<file path="src/rtl/uart_tx_fifo_if.sv">
`timescale 1ns/1ps
`default_nettype none
// ============================================================================
// Module   : uart_tx_fifo_if
// Brief    : Write-side and line-side signal bundle for uart_tx_fifo.
// Revision : 1.0 - initial release
// ============================================================================
interface uart_tx_fifo_if #(
  parameter int DATA_BITS  = 8,
  parameter int FIFO_DEPTH = 16
);
  localparam int CNT_W = $clog2(FIFO_DEPTH) + 1;

  logic                 write_en;
  logic [DATA_BITS-1:0] data;
  logic                 tx;
  logic                 uart_busy;
  logic                 fifo_full;
  logic                 fifo_empty;
  logic [CNT_W-1:0]     fifo_count;
  logic                 overflow;

  modport master (
    output write_en, data,
    input  tx, uart_busy, fifo_full, fifo_empty, fifo_count, overflow
  );

  modport slave (
    input  write_en, data,
    output tx, uart_busy, fifo_full, fifo_empty, fifo_count, overflow
  );
endinterface

`default_nettype wire

</file>
<file path="src/rtl/uart_tx_fifo.sv">
`timescale 1ns/1ps
`default_nettype none
// ============================================================================
// Module   : uart_tx_fifo
// Brief    : UART transmitter fed by a TX FIFO; frames are sent back-to-back.
// Revision : 1.0 - initial release
// ============================================================================
module uart_tx_fifo #(
  parameter int CLK_FREQ   = 10_000_000,
  parameter int BAUD       = 9600,
  parameter int DATA_BITS  = 8,
  parameter int PARITY     = 0,
  parameter int STOP_BITS  = 1,
  parameter int FIFO_DEPTH = 16
) (
  input  logic          clk,
  input  logic          rst,
  uart_tx_fifo_if.slave bus
);

  localparam int BIT_CLKS = CLK_FREQ / BAUD;
  localparam int BAUD_W   = (BIT_CLKS > 1) ? $clog2(BIT_CLKS) : 1;
  localparam int AW       = $clog2(FIFO_DEPTH);
  localparam int CNT_W    = AW + 1;

  typedef enum logic [2:0] {
    S_IDLE   = 3'd0,
    S_START  = 3'd1,
    S_DATA   = 3'd2,
    S_PARITY = 3'd3,
    S_STOP   = 3'd4
  } state_t;

  // --------------------------------------------------------------------------
  // FIFO storage and occupancy
  // --------------------------------------------------------------------------
  logic [DATA_BITS-1:0] mem_q [FIFO_DEPTH];
  logic [AW-1:0]        wr_ptr_q;
  logic [AW-1:0]        rd_ptr_q;
  logic [CNT_W-1:0]     count_q;
  logic [CNT_W-1:0]     count_d;
  logic                 full_q;
  logic                 empty_q;
  logic                 ovf_q;

  // --------------------------------------------------------------------------
  // Transmitter state
  // --------------------------------------------------------------------------
  state_t               state_q;
  logic [BAUD_W-1:0]    baud_q;
  logic [3:0]           bit_q;
  logic [DATA_BITS-1:0] shift_q;
  logic                 par_q;
  logic                 tx_q;
  logic                 busy_q;

  logic                 push;
  logic                 pop;
  logic                 bit_done;
  logic                 last_stop;
  logic [DATA_BITS-1:0] head;
  logic                 head_par;

  assign bit_done  = (baud_q == BAUD_W'(BIT_CLKS - 1));
  assign last_stop = (bit_q == 4'(STOP_BITS - 1));
  assign head      = mem_q[rd_ptr_q];
  assign head_par  = (^head) ^ (PARITY == 2);

  // A full FIFO refuses the write even if a pop happens in the same cycle.
  assign push = bus.write_en && !full_q;
  assign pop  = !empty_q &&
                ((state_q == S_IDLE) ||
                 (state_q == S_STOP && bit_done && last_stop));

  always_comb begin
    count_d = count_q;
    if (push && !pop) begin
      count_d = count_q + CNT_W'(1);
    end else if (pop && !push) begin
      count_d = count_q - CNT_W'(1);
    end
  end

  always_ff @(posedge clk) begin
    if (push) begin
      mem_q[wr_ptr_q] <= bus.data;
    end
  end

  always_ff @(posedge clk) begin
    if (rst) begin
      wr_ptr_q <= '0;
      rd_ptr_q <= '0;
      count_q  <= '0;
      full_q   <= 1'b0;
      empty_q  <= 1'b1;
      ovf_q    <= 1'b0;
    end else begin
      if (push) begin
        wr_ptr_q <= wr_ptr_q + AW'(1);
      end
      if (pop) begin
        rd_ptr_q <= rd_ptr_q + AW'(1);
      end
      count_q <= count_d;
      full_q  <= (count_d == CNT_W'(FIFO_DEPTH));
      empty_q <= (count_d == '0);
      ovf_q   <= bus.write_en && full_q;
    end
  end

  // tx and busy are registered from the current state, so the line lags the
  // state by one clock; every bit period keeps its exact length.
  always_ff @(posedge clk) begin
    if (rst) begin
      state_q <= S_IDLE;
      baud_q  <= '0;
      bit_q   <= '0;
      shift_q <= '0;
      par_q   <= 1'b0;
      tx_q    <= 1'b1;
      busy_q  <= 1'b0;
    end else begin
      busy_q <= (state_q != S_IDLE);
      case (state_q)
        S_START:  tx_q <= 1'b0;
        S_DATA:   tx_q <= shift_q[0];
        S_PARITY: tx_q <= par_q;
        default:  tx_q <= 1'b1;
      endcase

      case (state_q)
        S_IDLE: begin
          baud_q <= '0;
          bit_q  <= '0;
          if (pop) begin
            shift_q <= head;
            par_q   <= head_par;
            state_q <= S_START;
          end
        end

        S_START: begin
          if (bit_done) begin
            baud_q  <= '0;
            bit_q   <= '0;
            state_q <= S_DATA;
          end else begin
            baud_q <= baud_q + BAUD_W'(1);
          end
        end

        S_DATA: begin
          if (bit_done) begin
            baud_q  <= '0;
            shift_q <= shift_q >> 1;
            if (bit_q == 4'(DATA_BITS - 1)) begin
              bit_q   <= '0;
              state_q <= (PARITY != 0) ? S_PARITY : S_STOP;
            end else begin
              bit_q <= bit_q + 4'd1;
            end
          end else begin
            baud_q <= baud_q + BAUD_W'(1);
          end
        end

        S_PARITY: begin
          if (bit_done) begin
            baud_q  <= '0;
            bit_q   <= '0;
            state_q <= S_STOP;
          end else begin
            baud_q <= baud_q + BAUD_W'(1);
          end
        end

        S_STOP: begin
          if (bit_done) begin
            baud_q <= '0;
            if (last_stop) begin
              bit_q <= '0;
              // Chain straight into the next frame when data is waiting.
              if (pop) begin
                shift_q <= head;
                par_q   <= head_par;
                state_q <= S_START;
              end else begin
                state_q <= S_IDLE;
              end
            end else begin
              bit_q <= bit_q + 4'd1;
            end
          end else begin
            baud_q <= baud_q + BAUD_W'(1);
          end
        end

        default: begin
          state_q <= S_IDLE;
          baud_q  <= '0;
          bit_q   <= '0;
        end
      endcase
    end
  end

  assign bus.tx         = tx_q;
  assign bus.uart_busy  = busy_q;
  assign bus.fifo_full  = full_q;
  assign bus.fifo_empty = empty_q;
  assign bus.fifo_count = count_q;
  assign bus.overflow   = ovf_q;

endmodule

`default_nettype wire

</file>
<file path="src/flat_wrapper.sv">
// flat-port wrapper written by rule: the top's interface ports become plain ports
module uart_tx_fifo_flat 
#(
  parameter int CLK_FREQ   = 10_000_000,
  parameter int BAUD       = 9600,
  parameter int DATA_BITS  = 8,
  parameter int PARITY     = 0,
  parameter int STOP_BITS  = 1,
  parameter int FIFO_DEPTH = 16
)
  (clk, rst, bus_write_en, bus_data, bus_tx, bus_uart_busy, bus_fifo_full, bus_fifo_empty, bus_fifo_count, bus_overflow);
  uart_tx_fifo_if #(.DATA_BITS(DATA_BITS), .FIFO_DEPTH(FIFO_DEPTH)) bus_i ();
  input  logic clk;
  input  logic rst;
  input wire logic [$bits(bus_i.write_en)-1:0] bus_write_en;
  input wire logic [$bits(bus_i.data)-1:0] bus_data;
  output wire logic [$bits(bus_i.tx)-1:0] bus_tx;
  output wire logic [$bits(bus_i.uart_busy)-1:0] bus_uart_busy;
  output wire logic [$bits(bus_i.fifo_full)-1:0] bus_fifo_full;
  output wire logic [$bits(bus_i.fifo_empty)-1:0] bus_fifo_empty;
  output wire logic [$bits(bus_i.fifo_count)-1:0] bus_fifo_count;
  output wire logic [$bits(bus_i.overflow)-1:0] bus_overflow;
  assign bus_i.write_en = bus_write_en;
  assign bus_i.data = bus_data;
  assign bus_tx = bus_i.tx;
  assign bus_uart_busy = bus_i.uart_busy;
  assign bus_fifo_full = bus_i.fifo_full;
  assign bus_fifo_empty = bus_i.fifo_empty;
  assign bus_fifo_count = bus_i.fifo_count;
  assign bus_overflow = bus_i.overflow;
  uart_tx_fifo #(.CLK_FREQ(CLK_FREQ), .BAUD(BAUD), .DATA_BITS(DATA_BITS), .PARITY(PARITY), .STOP_BITS(STOP_BITS), .FIFO_DEPTH(FIFO_DEPTH)) u_core (.clk(clk), .rst(rst), .bus(bus_i));
endmodule
</file>
<file path="config.mk">
export PLATFORM = sky130hd
export DESIGN_NAME = uart_tx_fifo_flat
export DESIGN_NICKNAME = d
export VERILOG_FILES = /design/src/rtl/uart_tx_fifo_if.sv /design/src/rtl/uart_tx_fifo.sv /design/src/flat_wrapper.sv
export SDC_FILE = /design/constraint.sdc
export NUM_CORES = 1
export LEC_CHECK = 0
export CAP_MARGIN = 20
export CORE_UTILIZATION = 61
export DETAILED_ROUTE_END_ITERATION = 10
export PLACE_DENSITY = 0.79
export SLEW_MARGIN = 20
export SYNTH_ARGS = -nofsm -noshare
export SYNTH_HDL_FRONTEND = slang
export SYNTH_SLANG_ARGS = --single-unit
</file>
<file path="constraint.sdc">
create_clock -name clk -period 2.7 [get_ports clk]
set_input_delay 0.27 -clock clk [delete_from_list [all_inputs] [get_ports clk]]
set_output_delay 0.27 -clock clk [all_outputs]
set_load 0.05 [all_outputs]
</file>
==> out/qor.txt <==
=====================================================================================
Hold slack final .......................................................     0.430 ns
Post-synthesis cell type count .........................................           43
Total via count in the routed design ...................................         4026
Final Power ............................................................      7300 uW
Dominant cells by area after synthesis ................................. edfxtp_1, dfxtp_1, mux4_2
Result of the run ...................................................... complete, no violations
Via density per instance ...............................................         5.96
Average wire per standard cell .........................................      19.6 um
Mean instance size in the synthesized netlist ..........................    15.0 um^2
Sw frac ................................................................        28.3%
Startpoint kind of the worst setup timing path .........................    flip-flop
Sequential fraction of design power ....................................        44.1%
Mapped Cells ...........................................................          482
FF-to-FF setup slack ...................................................      0.18 ns
Placer congestion estimate .............................................        0.838
Count of pins on the block boundary ....................................           21
TritonCTS clock tree ...................................................         done
Grt ovf ................................................................            0
Cell area after synthesis .............................................. 0.00724 mm^2
Antenna viol nets, final ...............................................            0
Clock root cell ........................................................    clkbuf_16
Combinational power share ..............................................        25.0%
Post-layout instance count excluding filler cells ......................          675
Number of failing hold endpoints at the final stage ....................            0
Final Worst Setup Slack ................................................     0.176 ns
Hold Buf Count CTS .....................................................            0
Ys flop type ...........................................................     edfxtp_1
Register area .......................................................... 0.00483 mm^2
First-pass GRT wire length .............................................      21.8 mm
Number of instances resized during post-cts repair .....................            0
Clock Power Share ......................................................        30.9%
P per Cell Area ........................................................  883 mW/mm^2
Clock buffers created by TritonCTS .....................................           17
Clock latency on the worst-skew pair ...................................      0.43 ns
Worst rel slew slack ...................................................        55.3%
Arrival time at the worst endpoint .....................................      2.84 ns
Category of the critical setup timing path .............................   reg -> reg
Sequential share of the synthesized area ...............................        66.7%
Filler Cells Inserted ..................................................          700
Clock-pin slew of the registers on the worst-case setup and hold paths .      0.06 ns
Die Area ...............................................................  0.0123 mm^2
Switch Pwr .............................................................      2070 uW
Die X ..................................................................       111 um
Largest net degree at the start of global routing ......................           33
Maximum number of buffers from clock root to sink ......................            2
RSZ-0062 raised after global routing ...................................           no
Largest voltage drop on the vdd net ....................................   0.000899 V
Vertical extent of the die .............................................       111 um
Sink count of the clock tree ...........................................          177
Final setup fails ......................................................            0
Number of H-tree levels ................................................            4
Total negative setup slack .............................................         0 ns
Largest fanout on the critical path ....................................            5
GRT Util Overall .......................................................        24.1%
Share of final-layout standard cells stronger than drive strength 1 ....        17.7%
Number of buffers inserted by port buffering ...........................           20
Effective utilization at floorplan .....................................        63.1%
Fmax ...................................................................      396 MHz
DRC marker count from the first detailed-route iteration ...............          364
Post-CTS Setup Inserts .................................................            0
DRC violation count after routing ......................................            0
Min Tclk post-route ....................................................      2.52 ns
Post-detail-place hpwl .................................................      8.39 mm
Largest area contributor in the netlist ................................     edfxtp_1
Clock tree skew after final layout .....................................   0.00767 ns
Final wirelength .......................................................      13.2 mm
Total Nets Final .......................................................          543
Net count after synthesis ..............................................          504
Category of the worst setup path capture point .........................    flip-flop
Fraction of registers with async set/reset .............................           0%
Standard-cell row count ................................................           39
Combined area of the multi-input logic cells ........................... 0.00228 mm^2
Worst hold path type ...................................................    in -> reg
Number of synthesized flops with an enable pin .........................          128
Placement Setup Slack ..................................................     0.221 ns
Number of optimization iterations in the first detailed-route pass .....            5
Number of storage elements in the synthesis netlist ....................          177
Floorplan core area ....................................................  0.0115 mm^2
Final critical-path share of the clock period ..........................        93.5%
Area fraction of the dominant cell type after synthesis ................        53.1%
# Max-Cap Violations ...................................................            0
Syn. warnings ..........................................................            0
Number of diodes .......................................................            0
Via count of the first global-routing pass .............................         4129
Data required time at the worst endpoint ...............................      3.02 ns
# placed instances .....................................................          645
Cell-internal power ....................................................      5230 uW
Max Slew Vio Count .....................................................            0
Area overhead of the layout relative to synthesis ......................        14.2%
Antenna violations before repair .......................................            0
Slew at the pin closest to its max-slew limit ..........................     0.669 ns
Static power due to leakage ............................................   0.00277 uW
=====================================================================================
metrics by stage:
stage               cell area, um^2  utilization [%]
floorplan                      7240                -
global placement               7720             67.4
detailed placement             7720             67.4
CTS                            8260             72.1
global route                   8260             72.1
finish                         8260             72.1
placed cells by master (no fill, tap or decap), types with 5 or more instances in the layout:
cell | netlist | routed
inv_1 | 10 | 10
edfxtp_1 | 128 | 128
clkbuf_16 | 0 | 17
nor3_1 | 9 | 9
buf_4 | 0 | 21
a22oi_1 | 17 | 17
xor2_1 | 11 | 11
dfxtp_1 | 49 | 48
nor2b_1 | 5 | 5
clkdlybuf4s50_1 | 0 | 20
nor2_1 | 57 | 57
mux2i_1 | 11 | 11
nand2_1 | 28 | 28
nand2b_1 | 8 | 8
nand3_1 | 12 | 12
mux4_2 | 32 | 32
a21oi_1 | 11 | 11
ha_1 | 11 | 11
mux2_2 | 7 | 7
xnor2_1 | 15 | 15
registers in the layout, summed over array words and instances, names as in the netlist, named ones only:
name,cells
u_core.baud_q,11
u_core.bit_q,4
u_core.bus.fifo_count,5
u_core.bus.fifo_empty,1
u_core.bus.fifo_full,1
u_core.bus.overflow,1
u_core.bus.tx,1
u_core.bus.uart_busy,1
u_core.mem_q,128
u_core.par_q,1
u_core.rd_ptr_q,4
u_core.shift_q,8
u_core.state_q,3
u_core.wr_ptr_q,4
power groups by stage:
stage	sequential, uW	combinational (uW)	clock, uW
floorplan	3370	1270	0
global placement	3270	1800	0
detailed placement	3270	1830	0
CTS	3220	1850	2300
global route	3240	2000	2400
finish	3220	1830	2250
cells in the mapped netlist (4+ instances only):
library cell  count
mux4_2           32
nand4_1           4
and3_1            4
nor2b_1           5
a21oi_1          11
nand3_1          12
buf_2             4
xor2_1           11
nand2_1          28
xnor2_1          15
edfxtp_1        128
clkbuf_1         17
nor3_1            9
dfxtp_1          49
mux2i_1          11
ha_1             11
inv_1            10
a22oi_1          17
mux2_2            7
nand2b_1          8
nor2_1           57
cell families (layout without fill, tap and decap cells):
family | count (synthesis) | in the layout | synth area share, %
adder cells (fa/ha/maj) | 13 | 13 | 2.18
AO/OA/AOI/OAI | 40 | 40 | 3.99
buffers and inverters | 33 | 83 | 1.78
AND/OR/NAND/NOR | 143 | 143 | 9.66
XOR/XNOR | 26 | 26 | 3.15
multiplexers | 50 | 50 | 12.6
flip-flops | 177 | 177 | 66.7
final timing paths:
kind	start	endpoint	cells past startpoint
worst max register to register	u_core.bit_q[0]$_SDFFE_PP0P_	u_core.bus.fifo_empty$_SDFF_PP1_	9
worst min-delay path	bus_write_en	u_core.bus.overflow$_SDFF_PP0_	3
worst max-delay path	u_core.bit_q[0]$_SDFFE_PP0P_	u_core.bus.fifo_empty$_SDFF_PP1_	9
worst min register to register	u_core.bus.fifo_full$_SDFF_PP0_	u_core.bus.overflow$_SDFF_PP0_	2
worst max-delay path: stages, from the launching register on:
cell       delay (ns)
dfxtp_1          0.35
inv_1            0.07
ha_1             0.15
nor3b_1          0.29
nand4_2          0.19
a2111oi_4        0.38
or4b_1           0.48
o21ai_1          0.13
xnor2_1          0.13
a41o_1           0.24
per-layer routing:
| layer | GRT usage (%) | share of wire [%] | wire length (um) |
|---|---|---|---|
| met1 | 31.4 | 43 | 5740 |
| met2 | 39.4 | 50 | 6610 |
| met3 | 6.67 | 4.9 | 646 |
| met4 | 8.27 | 1.6 | 211 |
| met5 | 0 | 0 | 0 |
area by class of cell:
class,instances,area share (%)
Clock buffer,19,5.24
Clock inverter,11,1.30
Inverter,10,0.454
Multi-Input combinational cell,272,27.6
Sequential cell,177,58.4
Tap cell,143,2.17
Timing Repair Buffer,43,4.81
Note: power is estimated with default switching activity, not from simulation.
==> patch, RTL diff (same settings) <==
`PARITY` is set to 0 in 2 places; all go to 1.
--- a/src/rtl/uart_tx_fifo.sv
+++ b/src/rtl/uart_tx_fifo.sv
@@ -9,7 +9,7 @@
   parameter int CLK_FREQ   = 10_000_000,
   parameter int BAUD       = 9600,
   parameter int DATA_BITS  = 8,
-  parameter int PARITY     = 0,
+  parameter int PARITY     = 1,
   parameter int STOP_BITS  = 1,
   parameter int FIFO_DEPTH = 16
 ) (
--- a/src/flat_wrapper.sv
+++ b/src/flat_wrapper.sv
@@ -4,7 +4,7 @@
   parameter int CLK_FREQ   = 10_000_000,
   parameter int BAUD       = 9600,
   parameter int DATA_BITS  = 8,
-  parameter int PARITY     = 0,
+  parameter int PARITY     = 1,
   parameter int STOP_BITS  = 1,
   parameter int FIFO_DEPTH = 16
 )
Function: no difference found for any inputs over 10 cycles, from zero or initial values and one cycle with rst high; that may be too few to reach the edited logic, so the function may still have changed.
==> patch against the original RTL <==
  * Cell count up 0.89%
  * Worst setup slack gained 0.092 ns
  * Die area down 0.85%
  * Clock skew rose by 0.00092 ns
  * Area after synthesis decreased by 0.86%
  * Non-clock buffer count grew 1
  * Final area shrank 1.0%
  * Total power fell by 2.5%
  * Sequential cell count stayed put
  * Routed wire length is 0.26% higher
  * Critical endpoint is now u_core.bus.fifo_full$_SDFF_PP0_
==> patch: results (changes against the original RTL) <==
[yosys]
ys_warn_count=0  ; unchanged
syn-num-nets=512  ; was 504
synthAdderAreaFrac=0.0220  ; was 0.0218
ys_top_cells_by_count=edfxtp_1 (128), nor2_1 (55), dfxtp_1 (49)  ; was edfxtp_1 (128), nor2_1 (57), dfxtp_1 (49)
synthTopCellsByArea=edfxtp_1 (54%), dfxtp_1 (14%), mux4_2 (10%)  ; was edfxtp_1 (53%), dfxtp_1 (14%), mux4_2 (10%)
synth.distinct_cells=39  ; was 43
synth_seq_area_share=0.672  ; was 0.667
synth_compound_area_frac=0.0525  ; was 0.0399

[critical_path]
cpPeakStageDelay_ns=0.37  ; was 0.48 ns
reg2reg_depth=10  ; was 9
slowest_stage=a2111oi_4  ; was or4b_1
r2r_setup_slack_ns=0.27  ; was 0.18 ns
arrival_ns=2.80  ; was 2.84 ns
cp-startpoint=u_core.baud_q[0]$_SDFF_PP0_  ; was u_core.bit_q[0]$_SDFFE_PP0P_
timing.rr.end=u_core.bus.fifo_full$_SDFF_PP0_  ; was u_core.bus.fifo_empty$_SDFF_PP1_

[sta]
relSlewSlack=0.502  ; was 0.553
fin_worst_skew_ns=0.00860  ; was 0.00767 ns
hold_slack_ns=0.438  ; was 0.430 ns

[detailed_routing]
wl_um=13200  ; about the same
vias_per_cell=5.93  ; was 5.96
drtPass1Iterations=5  ; unchanged
first_iter_violations=326  ; was 364

[clock_network]
cts_buffers=17  ; unchanged

[power_and_ir_drop]
p_leak_nw=2.72  ; was 2.77 nW
ir_drop_v=0.000626  ; was 0.000899 V

[grt]
grt_use_total=0.236  ; was 0.241
grt_pass1_wl_um=21300  ; was 21,800 um
grt_pass1_vias=3953  ; was 4,129

[outcome]
status=finished clean  ; unchanged

[finish]
nNetsFinal=548  ; was 543
fillers=713  ; was 700

[hold_path]
min_from=bus_write_en  ; unchanged
whs_endpoint=u_core.bus.overflow$_SDFF_PP0_  ; unchanged

[placement]
dp_hpwl_um=8520  ; was 8390 um

[patch: changes by cell type in the layout (fill, tap and decap cells not counted), sizes merged, moves of 3 or more]
cell	delta
nand2	+13
inv	+3
mux2i	-8
a311oi	+7
mux2	-7
nand3	-3
xnor2	+3
nand2b	-4
[patch: area by class of cell]
cell class / count / area share
clock buffer: 20 / 0.0534
clock inverter: 11 / 0.0102
inverter: 14 / 0.00642
multi-input combinational: 272 / 0.268
sequential: 177 / 0.590
tap: 143 / 0.0219
timing repair buffer: 44 / 0.0496
[patch: stage by stage]
stage,setup slack [ns],area [um^2],cells
final,0.267,8180,681
after global routing,0.0847,8180,681
after CTS,0.150,8170,681
after detailed placement,0.158,7650,650
after global placement,0.303,7650,650
after floorplan,0.293,7170,490
[patch: what timing repair did]
action	CTS	global route
gates resized for setup	0	2
buffers inserted	0	0
endpoints found under the setup margin	0	7
hold buffers	0	0
[patch: logic make-up (layout without fill, tap and decap cells)]
group,count (synthesis),count (layout)
DFF,177,177
and+or+nand+nor,144,144
AOI/OAI and AO/OA,52,52
buffers and inverters,41,89
muxes,35,35
xor gates and xnor gates,28,28
adders and majority gates,13,13
[patch: worst max path at each step]
| stage | cells past startpoint | slack [ns] | to |
|---|---|---|---|
| after floorplan | 9 | 0.29 | u_core.bus.fifo_empty$_SDFF_PP1_ |
| after global placement | 10 | 0.30 | u_core.bus.fifo_full$_SDFF_PP0_ |
| after detailed placement | 10 | 0.16 | u_core.bus.fifo_full$_SDFF_PP0_ |
| after CTS | 10 | 0.15 | u_core.bus.fifo_full$_SDFF_PP0_ |
| after global routing | 10 | 0.08 | u_core.bus.fifo_full$_SDFF_PP0_ |
| final | 10 | 0.27 | u_core.bus.fifo_full$_SDFF_PP0_ |
[patch: metal layers]
| layer | track usage | share of wire |
|---|---|---|
| met3 | 0.0631 | 0.048 |
| met5 | 0 | 0 |
| met4 | 0.0649 | 0.012 |
| met2 | 0.386 | 0.51 |
| met1 | 0.316 | 0.43 |
[patch: where the power goes]
part	switching, W	internal, W	leakage [nW]
clock	0.000984	0.00118	0.245
combinational	0.000923	0.000808	0.914
sequential	0.000137	0.00309	1.56
[patch: worst min-delay path, stage by stage]
cell and delay, ns:
clkdlybuf4s50_1 0.44, nand2_1 0.07, nor2_1 0.03
